===== src/rtl/mul_seq_ctrl_pkg.sv =====
// Shared types and helpers for the multiply sequencing controller.
// The select/signedness helpers are sized for MSEQ_XLEN; the controller's XLEN must match it.
package mul_seq_ctrl_pkg;

    localparam int MSEQ_XLEN = 64;

    typedef enum logic [1:0] {
        OP_MUL    = 2'b00,
        OP_MULH   = 2'b01,
        OP_MULHSU = 2'b10,
        OP_MULHU  = 2'b11
    } mul_op_e;

    typedef enum logic [2:0] {
        ST_IDLE,
        ST_ISSUE,
        ST_WAIT,
        ST_DONE,
        ST_DRAIN
    } mseq_state_e;

    // Returns {signed_a, signed_b}.
    function automatic logic [1:0] mul_op_signedness(input mul_op_e op);
        logic [1:0] sgn;
        case (op)
            OP_MULHSU: sgn = 2'b10;
            OP_MULHU:  sgn = 2'b00;
            default:   sgn = 2'b11;
        endcase
        return sgn;
    endfunction

    function automatic logic [MSEQ_XLEN-1:0] mul_select(
        input logic [2*MSEQ_XLEN-1:0] product,
        input mul_op_e                op,
        input logic                   word
    );
        logic signed [31:0]           lo32;
        logic signed [MSEQ_XLEN-1:0]  res;
        lo32 = product[31:0];
        if (op == OP_MUL) begin
            if (word) begin
                res = MSEQ_XLEN'(lo32);
            end else begin
                res = product[MSEQ_XLEN-1:0];
            end
        end else begin
            res = product[2*MSEQ_XLEN-1:MSEQ_XLEN];
        end
        return res;
    endfunction

endpackage


===== src/rtl/mul_seq_ctrl_prod_cache.sv =====
// One-entry product cache: key {a, b, signed_a, signed_b} plus the full product.
// Only the valid bit is reset; key and product are qualified by it.
module mul_prod_cache
    import mul_seq_ctrl_pkg::*;
#(
    parameter int XLEN = MSEQ_XLEN
) (
    input  logic              clk,
    input  logic              rst,
    input  logic [XLEN-1:0]   lk_a,
    input  logic [XLEN-1:0]   lk_b,
    input  logic              lk_signed_a,
    input  logic              lk_signed_b,
    output logic              hit,
    output logic [2*XLEN-1:0] hit_product,
    input  logic              fill,
    input  logic [XLEN-1:0]   fill_a,
    input  logic [XLEN-1:0]   fill_b,
    input  logic              fill_signed_a,
    input  logic              fill_signed_b,
    input  logic [2*XLEN-1:0] fill_product,
    input  logic              inv
);

    logic                  valid_q;
    logic [2*XLEN+1:0]     key_q;
    logic [2*XLEN-1:0]     product_q;
    logic [2*XLEN+1:0]     lk_key;

    assign lk_key      = {lk_a, lk_b, lk_signed_a, lk_signed_b};
    assign hit         = valid_q && (key_q == lk_key);
    assign hit_product = product_q;

    always_ff @(posedge clk or posedge rst) begin
        if (rst) begin
            valid_q <= 1'b0;
        end else if (inv) begin
            valid_q <= 1'b0;
        end else if (fill) begin
            valid_q <= 1'b1;
        end
    end

    always_ff @(posedge clk) begin
        if (fill) begin
            key_q     <= {fill_a, fill_b, fill_signed_a, fill_signed_b};
            product_q <= fill_product;
        end
    end

endmodule


===== src/rtl/mul_seq_ctrl.sv =====
// Sequencer between EX and the shared multi-cycle multiplier: issues ops, waits for
// the product, selects/sign-adjusts the result and reuses the last product on a key match.
module mul_seq_ctrl
    import mul_seq_ctrl_pkg::*;
#(
    parameter int XLEN     = MSEQ_XLEN,
    parameter bit CACHE_EN = 1'b1
) (
    input  logic              clk,
    input  logic              rst,
    input  logic              req_valid,
    output logic              req_ready,
    input  logic [1:0]        req_op,
    input  logic              req_word,
    input  logic [XLEN-1:0]   req_a,
    input  logic [XLEN-1:0]   req_b,
    input  logic              flush,
    output logic              resp_valid,
    input  logic              resp_ready,
    output logic [XLEN-1:0]   resp_data,
    output logic [XLEN-1:0]   mul_a,
    output logic [XLEN-1:0]   mul_b,
    output logic              mul_signed_a,
    output logic              mul_signed_b,
    output logic              mul_start,
    input  logic [2*XLEN-1:0] mul_result,
    input  logic              mul_ready,
    output logic              busy
);

    mseq_state_e       state_q, state_d;
    mul_op_e           op_p0, op_p1;
    logic [1:0]        sgn_p0;
    logic              word_p1;
    logic              accept;
    logic              cache_hit_raw, hit;
    logic [2*XLEN-1:0] cache_product;
    logic              wait_done;

    assign op_p0     = mul_op_e'(req_op);
    assign sgn_p0    = mul_op_signedness(op_p0);
    assign req_ready = (state_q == ST_IDLE) && !flush;
    assign accept    = req_valid && req_ready;
    assign hit       = CACHE_EN && cache_hit_raw;
    assign busy      = (state_q != ST_IDLE);
    assign wait_done = (state_q == ST_WAIT) && mul_ready && !flush;

    mul_prod_cache #(.XLEN(XLEN)) u_cache (
        .clk           (clk),
        .rst           (rst),
        .lk_a          (req_a),
        .lk_b          (req_b),
        .lk_signed_a   (sgn_p0[1]),
        .lk_signed_b   (sgn_p0[0]),
        .hit           (cache_hit_raw),
        .hit_product   (cache_product),
        .fill          (CACHE_EN && wait_done),
        .fill_a        (mul_a),
        .fill_b        (mul_b),
        .fill_signed_a (mul_signed_a),
        .fill_signed_b (mul_signed_b),
        .fill_product  (mul_result),
        .inv           (1'b0)
    );

    always_ff @(posedge clk or posedge rst) begin
        if (rst) begin
            state_q <= ST_IDLE;
        end else begin
            state_q <= state_d;
        end
    end

    // Accept stage: operands go to the multiplier on a miss; a hit resolves immediately.
    always_ff @(posedge clk or posedge rst) begin
        if (rst) begin
            mul_a        <= '0;
            mul_b        <= '0;
            mul_signed_a <= 1'b0;
            mul_signed_b <= 1'b0;
            resp_data    <= '0;
        end else begin
            if (accept && !hit) begin
                mul_a        <= req_a;
                mul_b        <= req_b;
                mul_signed_a <= sgn_p0[1];
                mul_signed_b <= sgn_p0[0];
            end
            if (accept && hit) begin
                resp_data <= mul_select(cache_product, op_p0, req_word);
            end else if (wait_done) begin
                resp_data <= mul_select(mul_result, op_p1, word_p1);
            end
        end
    end

    always_ff @(posedge clk) begin
        if (accept) begin
            op_p1   <= op_p0;
            word_p1 <= req_word;
        end
    end

    always_comb begin
        state_d    = state_q;
        mul_start  = 1'b0;
        resp_valid = 1'b0;
        case (state_q)
            ST_IDLE: begin
                if (accept) begin
                    state_d = hit ? ST_DONE : ST_ISSUE;
                end
            end
            ST_ISSUE: begin
                mul_start = 1'b1;
                state_d   = flush ? ST_DRAIN : ST_WAIT;
            end
            ST_WAIT: begin
                if (flush) begin
                    state_d = mul_ready ? ST_IDLE : ST_DRAIN;
                end else if (mul_ready) begin
                    state_d = ST_DONE;
                end
            end
            ST_DONE: begin
                // A flushed result must not be taken by the consumer in the same cycle.
                resp_valid = !flush;
                if (flush || resp_ready) begin
                    state_d = ST_IDLE;
                end
            end
            ST_DRAIN: begin
                if (mul_ready) begin
                    state_d = ST_IDLE;
                end
            end
            default: state_d = ST_IDLE;
        endcase
    end

endmodule


===== config.mk =====
export PLATFORM = sky130hd
export DESIGN_NAME = mul_seq_ctrl
export DESIGN_NICKNAME = d
export VERILOG_FILES = /design/src/rtl/mul_seq_ctrl_pkg.sv /design/src/rtl/mul_seq_ctrl_prod_cache.sv /design/src/rtl/mul_seq_ctrl.sv
export SDC_FILE = /design/constraint.sdc
export NUM_CORES = 1
export LEC_CHECK = 0
export BUFFER_PORTS_ARGS = -buffer_cell sky130_fd_sc_hd__clkbuf_2
export CAP_MARGIN = 10
export CORE_MARGIN = 2
export CORE_UTILIZATION = 38
export CTS_CLUSTER_DIAMETER = 200
export DETAILED_ROUTE_END_ITERATION = 8
export HOLD_SLACK_MARGIN = 0.06
export SLEW_MARGIN = 20
export SYNTH_ARGS = -nofsm -noshare
export SYNTH_HDL_FRONTEND = slang
export SYNTH_SLANG_ARGS = --single-unit

===== constraint.sdc =====
create_clock -name clk -period 9.3 [get_ports clk]
set_input_delay 1.86 -clock clk [delete_from_list [all_inputs] [get_ports clk]]
set_output_delay 1.86 -clock clk [all_outputs]
set_load 0.05 [all_outputs]

# --- Yosys cells after proc, flatten, opt, wreduce, memory -nomap -nowiden ---
# Cells that the tools add are included.
word_totals:
  input_bits: 265
  reg_bits: 459
  output_inout_bits: 198
op_classes:
  n_reduce_logical: 16
  muxes: 18
  eq_ne: 11
ops:
  columns: ["cell", "n"]
  rows:
  - ["64-bit two-way mux", 6]
  - ["130-bit == test", 1]
  - ["3-bit two-way mux", 7]
  - ["3-bit one-hot mux with 5 select lines", 1]
  - ["1-bit logical AND", 7]
  - ["3-bit by 2-bit == test with 1-bit output (second input constant)", 2]
  - ["2-bit inequality test (second input constant)", 3]
  - ["2-bit == test (second input constant)", 2]
  - ["2-bit logical NOT", 2]
  - ["2-bit one-hot mux with 2 select lines", 1]
  - ["4-bit AND reduction", 1]
  - ["3-bit by 1-bit == test with 1-bit output (second input constant)", 1]
  - ["3-bit == test (second input constant)", 1]
  - ["3-bit logical NOT", 1]
  - ["3-bit inequality test (second input constant)", 1]
  - ["3-bit nonzero test", 1]
  - ["1-bit logical NOT", 2]
  - ["1-bit two-way mux", 2]
  - ["2-bit two-way mux", 1]
  - ["2-bit nonzero test", 1]
  - ["1-bit logical OR", 1]

# --- Logic depth before layout (Yosys ltp) ---
# Gate-level depths: netlist (run 1).
depth:
  word_depth: 7
  ltp_mapped: 9
  ltp_nobuf: 7

# --- Hierarchy ---
# From an unflattened synthesis (run 1), not the netlist that was laid out.
unflattened:
  hier_cells: 1291
  hier_area_um2: 19302.3
by_module_without_submodules:
  columns: ["mod", "n_inst", "seq_area_each_um2", "area_per_inst_um2", "cells_per_inst"]
  rows:
  - ["mul_seq_ctrl", 1, 5019.8, 9810.7, 787]
  - ["mul_prod_cache", 1, 7772.5, 9491.6, 504]

# --- Worst setup path before layout (run 1) ---
# No wires, ideal clock.
synth_timing:
  path_type: "input to register"
  startpoint: "input flush"
  endpoint: "register u_cache.product_q[0] (netlist: u_cache.hit_product[0]) (enable)"
  cell_stages: 5
  arrival_ns: 7.502
  path_buffers: 2
  path_slack_ns: 1.191
  setup_ns: 0.607
  t_required_ns: 8.693
  cell_sequence: "nor2_1 nand4b_1 clkbuf_1 clkbuf_1 inv_1"
synth_via:
  elab_chain_cells: 2
synth_rtl:
  columns: ["item", "line", "source"]
  rows:
  - ["start: declaration", "mul_seq_ctrl.sv:17", "input logic flush,"]
  - ["1-bit logical NOT", "mul_seq_ctrl.sv:46", "assign wait_done = (state_q == ST_WAIT) && mul_ready && !flush;"]
  - ["1-bit logical AND", "mul_seq_ctrl.sv:46", null]
  - ["via u_cache.fill", "mul_seq_ctrl_prod_cache.sv:16", "input logic fill,"]
  - ["end signal: assignment", "mul_seq_ctrl_prod_cache.sv:47", "product_q <= fill_product;"]
  - ["end: declaration", "mul_seq_ctrl_prod_cache.sv:27", "logic [2*XLEN-1:0] product_q;"]
# The timed path passes the listed nets, and every way through them passes these cells.
# A chain may end at the register's enable or synchronous reset.

# --- Worst setup path after layout (run 1) ---
layout_timing:
  startpoint: "input req_a[32]"
  endpoint: "register mul_b[29]"
layout_via:
  elab_chain_cells: 4
layout_rtl:
  columns: ["item", "line", "source"]
  rows:
  - ["start: declaration", "mul_seq_ctrl.sv:15", "input logic [XLEN-1:0] req_a,"]
  - ["130-bit == test", "mul_seq_ctrl_prod_cache.sv:31", "assign hit = valid_q && (key_q == lk_key);"]
  - ["1-bit logical AND", "mul_seq_ctrl_prod_cache.sv:31", null]
  - ["1-bit logical NOT", "mul_seq_ctrl.sv:83", "if (accept && !hit) begin"]
  - ["1-bit logical AND", "mul_seq_ctrl.sv:83", null]
  - ["end signal: assignment", "mul_seq_ctrl.sv:85", "mul_b <= req_b;"]
  - ["end: declaration", "mul_seq_ctrl.sv:22", "output logic [XLEN-1:0] mul_b,"]
# No other way between the ends.

==> results of run 1 <==
final timing paths:
path	slack, ns	startpoint	end	depth (start not counted)
max in group asynchronous	6.42	rst	mul_a[58]	3
max	4.45	req_a[32]	mul_b[29]	10
max reg2reg	5.44	u_cache.key_q[98]	mul_b[29]	9
min reg2reg	0.46	mul_a[36]	u_cache.key_q[102]	0
min	0.46	mul_a[36]	u_cache.key_q[102]	0
min in group asynchronous	1.40	rst	resp_data[20]	2
where the power goes:
| group | total, mW | switching, mW | internal [mW] |
|---|---|---|---|
| Clock | 2.03 | 0.816 | 1.21 |
| Sequential | 3.02 | 0.316 | 2.71 |
| Combinational | 2.70 | 2.08 | 0.619 |
| Total | 7.76 | 3.22 | 4.54 |
critical path, delay by kind of cell:
| kind | cells | cell delay (ns) |
|---|---|---|
| AO/OA/AOI/OAI | 1 | 0.13 |
| XOR/XNOR | 1 | 0.17 |
| buffers and inverters | 3 | 1.00 |
| multiplexers | 1 | 0.44 |
| AND/OR/NAND/NOR | 4 | 1.53 |
per-stage QoR:
stage          area (um2)  instances  setup WS, ns  power [mW]
6_report            23900       2567          4.45        7.76
4_1_cts             23900       2566          4.28        7.83
2_1_floorplan       19300       1400          1.19        4.98
5_1_grt             23900       2566          4.18        8.09
3_3_place_gp        22200       2475          3.69        5.74
3_5_place_dp        22200       2475          3.67        5.79
registers in the layout, summed over array words and instances (netlist names):
signal and count:
u_cache.key_q 130, u_cache.hit_product 128, mul_a 64, mul_b 64
resp_data 64, state_q 3, op_p1 2, mul_signed_a 1
mul_signed_b 1, u_cache.valid_q 1, word_p1 1
cells by family after synthesis:
logic type | Yosys count | share of synthesized area, %
simple gates | 246 | 6.61
compound gates | 299 | 9.16
buf+inv | 108 | 2.38
flops | 459 | 66.4
mux | 226 | 12.6
xor+xnor | 62 | 2.82
cells in the final DEF (no fill, tap or decap), types with 4 or more instances in the layout:
cell,netlist,final
sky130_fd_sc_hd__a2111o_1,17,17
sky130_fd_sc_hd__a211oi_1,32,32
sky130_fd_sc_hd__a21oi_1,161,161
sky130_fd_sc_hd__buf_4,12,17
sky130_fd_sc_hd__bufinv_16,0,5
sky130_fd_sc_hd__clkbuf_1,55,8
sky130_fd_sc_hd__clkbuf_16,0,51
sky130_fd_sc_hd__clkbuf_2,0,462
sky130_fd_sc_hd__clkbuf_8,0,9
sky130_fd_sc_hd__clkinv_1,0,4
sky130_fd_sc_hd__clkinv_2,0,11
sky130_fd_sc_hd__dfrtp_1,198,198
sky130_fd_sc_hd__edfxtp_1,261,261
sky130_fd_sc_hd__inv_1,32,30
sky130_fd_sc_hd__mux2_1,110,110
sky130_fd_sc_hd__mux2_2,20,20
sky130_fd_sc_hd__mux2i_1,96,96
sky130_fd_sc_hd__nand2_1,71,70
sky130_fd_sc_hd__nand2b_1,41,41
sky130_fd_sc_hd__nand4_1,15,15
sky130_fd_sc_hd__nor2_1,40,37
sky130_fd_sc_hd__nor2b_1,50,50
sky130_fd_sc_hd__nor4_1,14,14
sky130_fd_sc_hd__o2111ai_1,13,13
sky130_fd_sc_hd__o21ai_0,66,66
sky130_fd_sc_hd__o221ai_1,6,6
sky130_fd_sc_hd__xnor2_1,55,55
sky130_fd_sc_hd__xor2_1,7,7
routing by layer:
| metal | vias to the layer above | GRT usage [%] | share of wire, % |
|---|---|---|---|
| met5 | - | 0 | 0.17 |
| met4 | 14 | 5.34 | 2.0 |
| met3 | 86 | 7.02 | 9.5 |
| met2 | 495 | 33.5 | 47 |
| met1 | 6596 | 27.2 | 41 |
| li1 | 6084 | - | - |
area by class of cell:
class	instances	area (um2)	share of cell area, %
Clock inverter	23	244	1.02
Timing Repair Buffer	479	2440	10.2
Inverter	32	135	0.565
Multi-Input combinational cell	833	6030	25.2
Sequential cell	459	12800	53.5
Clock buffer	68	1430	5.98
Tap cell	672	841	3.52
Antenna cell	1	2.50	0.0105
==> out/metrics.json, run 1 <==
{
  "layout.filler_cells": {"value": 4592},
  "proportion_of_layout_cells_with_a_drive_suffix_above_1": {"value": 30.9, "unit": "%"},
  "ctsHoldBuffers": {"value": 0},
  "asyncSetResetFlopFracSynth": {"value": 43.1, "unit": "%"},
  "htree_levels": {"value": 2},
  "critical_path.most_common_cell": {"value": "sky130_fd_sc_hd__buf_4"},
  "layout_worst_path_cycle_share": {"value": 52.1, "unit": "%"},
  "postCtsResizedCells": {"value": 0},
  "cp.arrival": {"value": 5.31, "unit": "ns"},
  "layout.core_utilization": {"value": 47.8, "unit": "%"},
  "final-setup-viol-count": {"value": 0},
  "crit_chain": {"value": "clkbuf_2 > xnor2_1 > o221ai_1 > nor4_1 > nand4_1 > nor4_4 > nor2_4 > buf_4 > buf_4 > mux2_1"},
  "first_global_vias": {"value": 13700},
  "detailed_place_hpwl": {"value": 37700, "unit": "um"},
  "route.detailed.wl_per_inst": {"value": 21.4, "unit": "um"},
  "leakage": {"value": 10.1, "unit": "nW"},
  "grt_first_pass_wirelength": {"value": 84000, "unit": "um"},
  "antenna_found_initial": {"value": 7},
  "slew_violations": {"value": 0},
  "route.detailed.drc": {"value": 0},
  "vdd_ir_drop_max": {"value": 309, "unit": "uV"},
  "cts_inserted_buffers": {"value": 50},
  "synth.avg_cell_area": {"value": 13.8, "unit": "um2"},
  "power-per-cell-area": {"value": 324, "unit": "mW/mm2"},
  "synth.most_common_cell": {"value": "sky130_fd_sc_hd__edfxtp_1"},
  "std_cell_rows": {"value": 82},
  "initial_utilization": {"value": 38.5, "unit": "%"},
  "dieWidth": {"value": 229, "unit": "um"},
  "worstPathRequired": {"value": 9.76, "unit": "ns"},
  "port_buffers": {"value": 462},
  "finalHoldViolations": {"value": 0},
  "setup_bufs_post_cts": {"value": 0},
  "finish.net_count": {"value": 2120},
  "detail_route.wirelength": {"value": 55000, "unit": "um"},
  "globalRouteTotalUtil": {"value": 20.9, "unit": "%"},
  "synth-edff-count": {"value": 261},
  "ioPinCount": {"value": 463},
  "cts_tree": {"value": "built"},
  "drtAntennaViolNets": {"value": 0},
  "cp_slowest_cell": {"value": "sky130_fd_sc_hd__nor4_1"},
  "synthesis.instances": {"value": 1400},
  "crit_path_max_fanout": {"value": 66},
  "pin_count_of_the_biggest_net_entering_global_routing": {"value": 104},
  "yosys_register_bits": {"value": 459},
  "cts_max_path_buffers": {"value": 3},
  "root_buffer": {"value": "sky130_fd_sc_hd__clkbuf_16"},
  "coreArea": {"value": 0.0501, "unit": "mm2"},
  "ys_top_cells_by_count": {"value": "sky130_fd_sc_hd__edfxtp_1 (261), sky130_fd_sc_hd__dfrtp_1 (198), sky130_fd_sc_hd__a21oi_1 (161), sky130_fd_sc_hd__mux2_1 (110), sky130_fd_sc_hd__mux2i_1 (96)"},
  "clkTransAtPathRegs": {"value": 0.06, "unit": "ns"},
  "synthToLayoutAreaGrowth": {"value": 24.2, "unit": "%"},
  "final.setup_skew": {"value": 0.0218, "unit": "ns"},
  "worstSetupStartpointType": {"value": "input port"},
  "synth.yosys.seq_area_share": {"value": 66.4, "unit": "%"},
  "worstSetupEndpointType": {"value": "flip-flop"},
  "clock_latency": {"value": 0.59, "unit": "ns"},
  "worst_hold_path_type": {"value": "reg2reg"},
  "max_cap_viol_count": {"value": 0},
  "final.setup.tns": {"value": 0, "unit": "ns"},
  "syn_area": {"value": 0.0193, "unit": "mm2"},
  "maxSlewHeadroom": {"value": 25.8, "unit": "%"},
  "synth_ff_type": {"value": "sky130_fd_sc_hd__edfxtp_1"},
  "detail_route.iter0.violations": {"value": 869},
  "achievable-frequency": {"value": 0.206, "unit": "GHz"},
  "area_share_of_the_leading_cell_type_in_the_synthesized_netlist": {"value": 40.7, "unit": "%"},
  "drt-vias-per-instance": {"value": 5.17},
  "total_die_area": {"value": 0.0525, "unit": "mm2"},
  "grt_setup_unrepaired": {"value": "no"},
  "yosys-top-cells-area": {"value": "sky130_fd_sc_hd__edfxtp_1 (41%), sky130_fd_sc_hd__dfrtp_1 (26%), sky130_fd_sc_hd__mux2_1 (6.4%), sky130_fd_sc_hd__mux2i_1 (5.0%), sky130_fd_sc_hd__a21oi_1 (4.2%)"},
  "chipHeight": {"value": 229, "unit": "um"},
  "synth_cell_types": {"value": 35},
  "cts_sinks": {"value": 459},
  "place_congestion": {"value": 0.828},
  "synth-warning-count": {"value": 0},
  "max_stage_delay": {"value": 0.65, "unit": "ns"},
  "syn-num-nets": {"value": 1665},
  "path_class": {"value": "in2reg"},
  "detailroute.via_count": {"value": 13300},
  "outcome": {"value": "finished clean"},
  "hold_ws": {"value": 0.460, "unit": "ns"},
  "finalWorstPathRequiredPeriod": {"value": 4.85, "unit": "ns"},
  "gr-total-overflow": {"value": 0},
  "drt_pre_antenna_iters": {"value": 6},
  "worstMarginPinSlew": {"value": 1.11, "unit": "ns"},
  "netlist.top_cell.by_area": {"value": "sky130_fd_sc_hd__edfxtp_1"}
}
Power figures use the tool's default switching activity.
==> run 2: changes to the inputs <==
Clock period 9.3 ns to 4.25 ns, I/O delays scaled along.
==> out/metrics.json, run 2 (synthesized netlist as in run 1, its figures left out) <==
{
  "total_die_area": {"value": 0.0525, "unit": "mm2"},
  "std_cell_rows": {"value": 82},
  "ioPinCount": {"value": 463},
  "slew_violations": {"value": 0},
  "max_cap_viol_count": {"value": 0},
  "maxSlewHeadroom": {"value": 23.5, "unit": "%"},
  "cts_sinks": {"value": 459},
  "layout.core_utilization": {"value": 48.0, "unit": "%"},
  "final.setup_skew": {"value": 0.0285, "unit": "ns"},
  "port_buffers": {"value": 462},
  "setup_bufs_post_cts": {"value": 0},
  "drt-vias-per-instance": {"value": 5.14},
  "worstSetupStartpointType": {"value": "input port"},
  "vdd_ir_drop_max": {"value": 574, "unit": "uV"},
  "pin_count_of_the_biggest_net_entering_global_routing": {"value": 164},
  "dieWidth": {"value": 229, "unit": "um"},
  "achievable-frequency": {"value": 0.320, "unit": "GHz"},
  "route.detailed.drc": {"value": 0},
  "coreArea": {"value": 0.0501, "unit": "mm2"},
  "chipHeight": {"value": 229, "unit": "um"},
  "leakage": {"value": 10.1, "unit": "nW"},
  "top_register": {"value": "u_cache.key_q"},
  "clock_latency": {"value": 0.59, "unit": "ns"},
  "drt_pre_antenna_iters": {"value": 5},
  "place_congestion": {"value": 0.813},
  "placedInstanceArea": {"value": 0.0224, "unit": "mm2"},
  "clkTransAtPathRegs": {"value": 0.06, "unit": "ns"},
  "worstMarginPinSlew": {"value": 1.15, "unit": "ns"},
  "path_class": {"value": "in2reg"},
  "initial_utilization": {"value": 38.5, "unit": "%"},
  "route.detailed.wl_per_inst": {"value": 20.8, "unit": "um"},
  "power-per-cell-area": {"value": 702, "unit": "mW/mm2"},
  "proportion_of_layout_cells_with_a_drive_suffix_above_1": {"value": 30.5, "unit": "%"},
  "final-setup-viol-count": {"value": 0},
  "antenna_found_initial": {"value": 6},
  "finish.cell_count_without_fillers": {"value": 2576},
  "first_global_vias": {"value": 13500},
  "outcome": {"value": "finished clean"},
  "postCtsResizedCells": {"value": 0},
  "post-route-cell-area": {"value": 0.0240, "unit": "mm2"},
  "largest_register_ff_count": {"value": 130},
  "timing.final.ws_setup": {"value": 1.12, "unit": "ns"},
  "dp.cells": {"value": 2479},
  "worstPathRequired": {"value": 4.72, "unit": "ns"},
  "mostFrequentLayoutCell": {"value": "sky130_fd_sc_hd__clkbuf_2"},
  "finalWorstPathRequiredPeriod": {"value": 3.13, "unit": "ns"},
  "gr-total-overflow": {"value": 0},
  "drtAntennaViolNets": {"value": 0},
  "root_buffer": {"value": "sky130_fd_sc_hd__clkbuf_16"},
  "finish.net_count": {"value": 2124},
  "htree_levels": {"value": 2},
  "layout.filler_cells": {"value": 4603},
  "worst_hold_path_type": {"value": "in2async"},
  "ctsHoldBuffers": {"value": 0},
  "cts_max_path_buffers": {"value": 3},
  "cts_tree": {"value": "built"},
  "globalRouteTotalUtil": {"value": 20.2, "unit": "%"},
  "synthToLayoutAreaGrowth": {"value": 24.7, "unit": "%"},
  "crit_path_max_fanout": {"value": 89},
  "detail_route.wirelength": {"value": 53600, "unit": "um"},
  "cp.arrival": {"value": 3.60, "unit": "ns"},
  "grt_setup_unrepaired": {"value": "no"},
  "detail_route.iter0.violations": {"value": 872},
  "layout_worst_path_cycle_share": {"value": 73.6, "unit": "%"},
  "detailroute.via_count": {"value": 13200},
  "cts_inserted_buffers": {"value": 50},
  "detailed_place_hpwl": {"value": 36700, "unit": "um"},
  "finalHoldViolations": {"value": 0},
  "final_cell_mix": {"value": "sky130_fd_sc_hd__clkbuf_2 (462), sky130_fd_sc_hd__edfxtp_1 (261), sky130_fd_sc_hd__dfrtp_1 (198)"},
  "worstSetupEndpointType": {"value": "flip-flop"},
  "place_worst_setup_slack": {"value": 0.525, "unit": "ns"},
  "grt_first_pass_wirelength": {"value": 82200, "unit": "um"}
}
run 2: cell count changes in the layout (fill, tap and decap cells not counted), sizes merged:
cell,before,now
clkbuf,530,542
diode,1,4
inv,33,32
bufinv,5,4
clkinv,15,5
clkinvlp,2,4
buf,17,21
run 2: final timing paths:
path | start | endpoint | slack [ns] | cells after the start
max | req_b[27] | mul_a[39] | 1.12 | 9
min | rst | resp_data[35] | 0.39 | 3
max reg2reg | u_cache.key_q[120] | mul_a[39] | 1.13 | 8
min reg2reg | mul_a[22] | u_cache.key_q[88] | 0.47 | 0
max in group asynchronous | rst | resp_data[24] | 3.05 | 3
min in group clk | mul_result[114] | u_cache.hit_product[114] | 0.46 | 1
run 2: power by group:
part	leakage [nW]	internal, mW	switching (mW)
sequential	4.75	5.93	0.709
clock	0.777	2.55	1.78
combinational	4.57	1.37	4.53
run 2: layout make-up:
| cell class | count | area [um2] | area share [%] |
|---|---|---|---|
| antenna | 4 | 10.0 | 0.0417 |
| sequential | 459 | 12800 | 53.3 |
| timing repair buffer | 483 | 2580 | 10.8 |
| clock buffer | 80 | 1420 | 5.93 |
| multi-input combinational | 833 | 6040 | 25.2 |
| inverter | 32 | 128 | 0.531 |
| tap | 672 | 841 | 3.50 |
| clock inverter | 13 | 198 | 0.823 |
run 2: worst max-delay path, cell delays in order:
cell and delay, ns:
sky130_fd_sc_hd__clkbuf_2 0.09, sky130_fd_sc_hd__nor2b_1 0.13, sky130_fd_sc_hd__a2111o_1 0.40, sky130_fd_sc_hd__nor4_1 0.45
sky130_fd_sc_hd__nand4_1 0.28, sky130_fd_sc_hd__nor4_4 0.41, sky130_fd_sc_hd__nor2_4 0.18, sky130_fd_sc_hd__buf_12 0.27
sky130_fd_sc_hd__mux2_1 0.41
run 2: layer usage:
metal  vias to the layer above  routed length [um]  track usage [%]
li1                       6090                   -                -
met1                      6593               22000             26.0
met2                       471               25700             33.0
met3                        71                4930             6.90
met4                         4                 992             4.75
met5                         -                  26                0
run 2: through the flow:
step           setup TNS (ns)  power (mW)  hold slack (ns)
6_report                    0        16.9            0.393
3_3_place_gp                0        12.6            0.450
3_5_place_dp                0        12.7            0.453
4_1_cts                     0        17.0            0.388
2_1_floorplan         -342.56        10.9            0.434
5_1_grt                     0        17.6            0.411
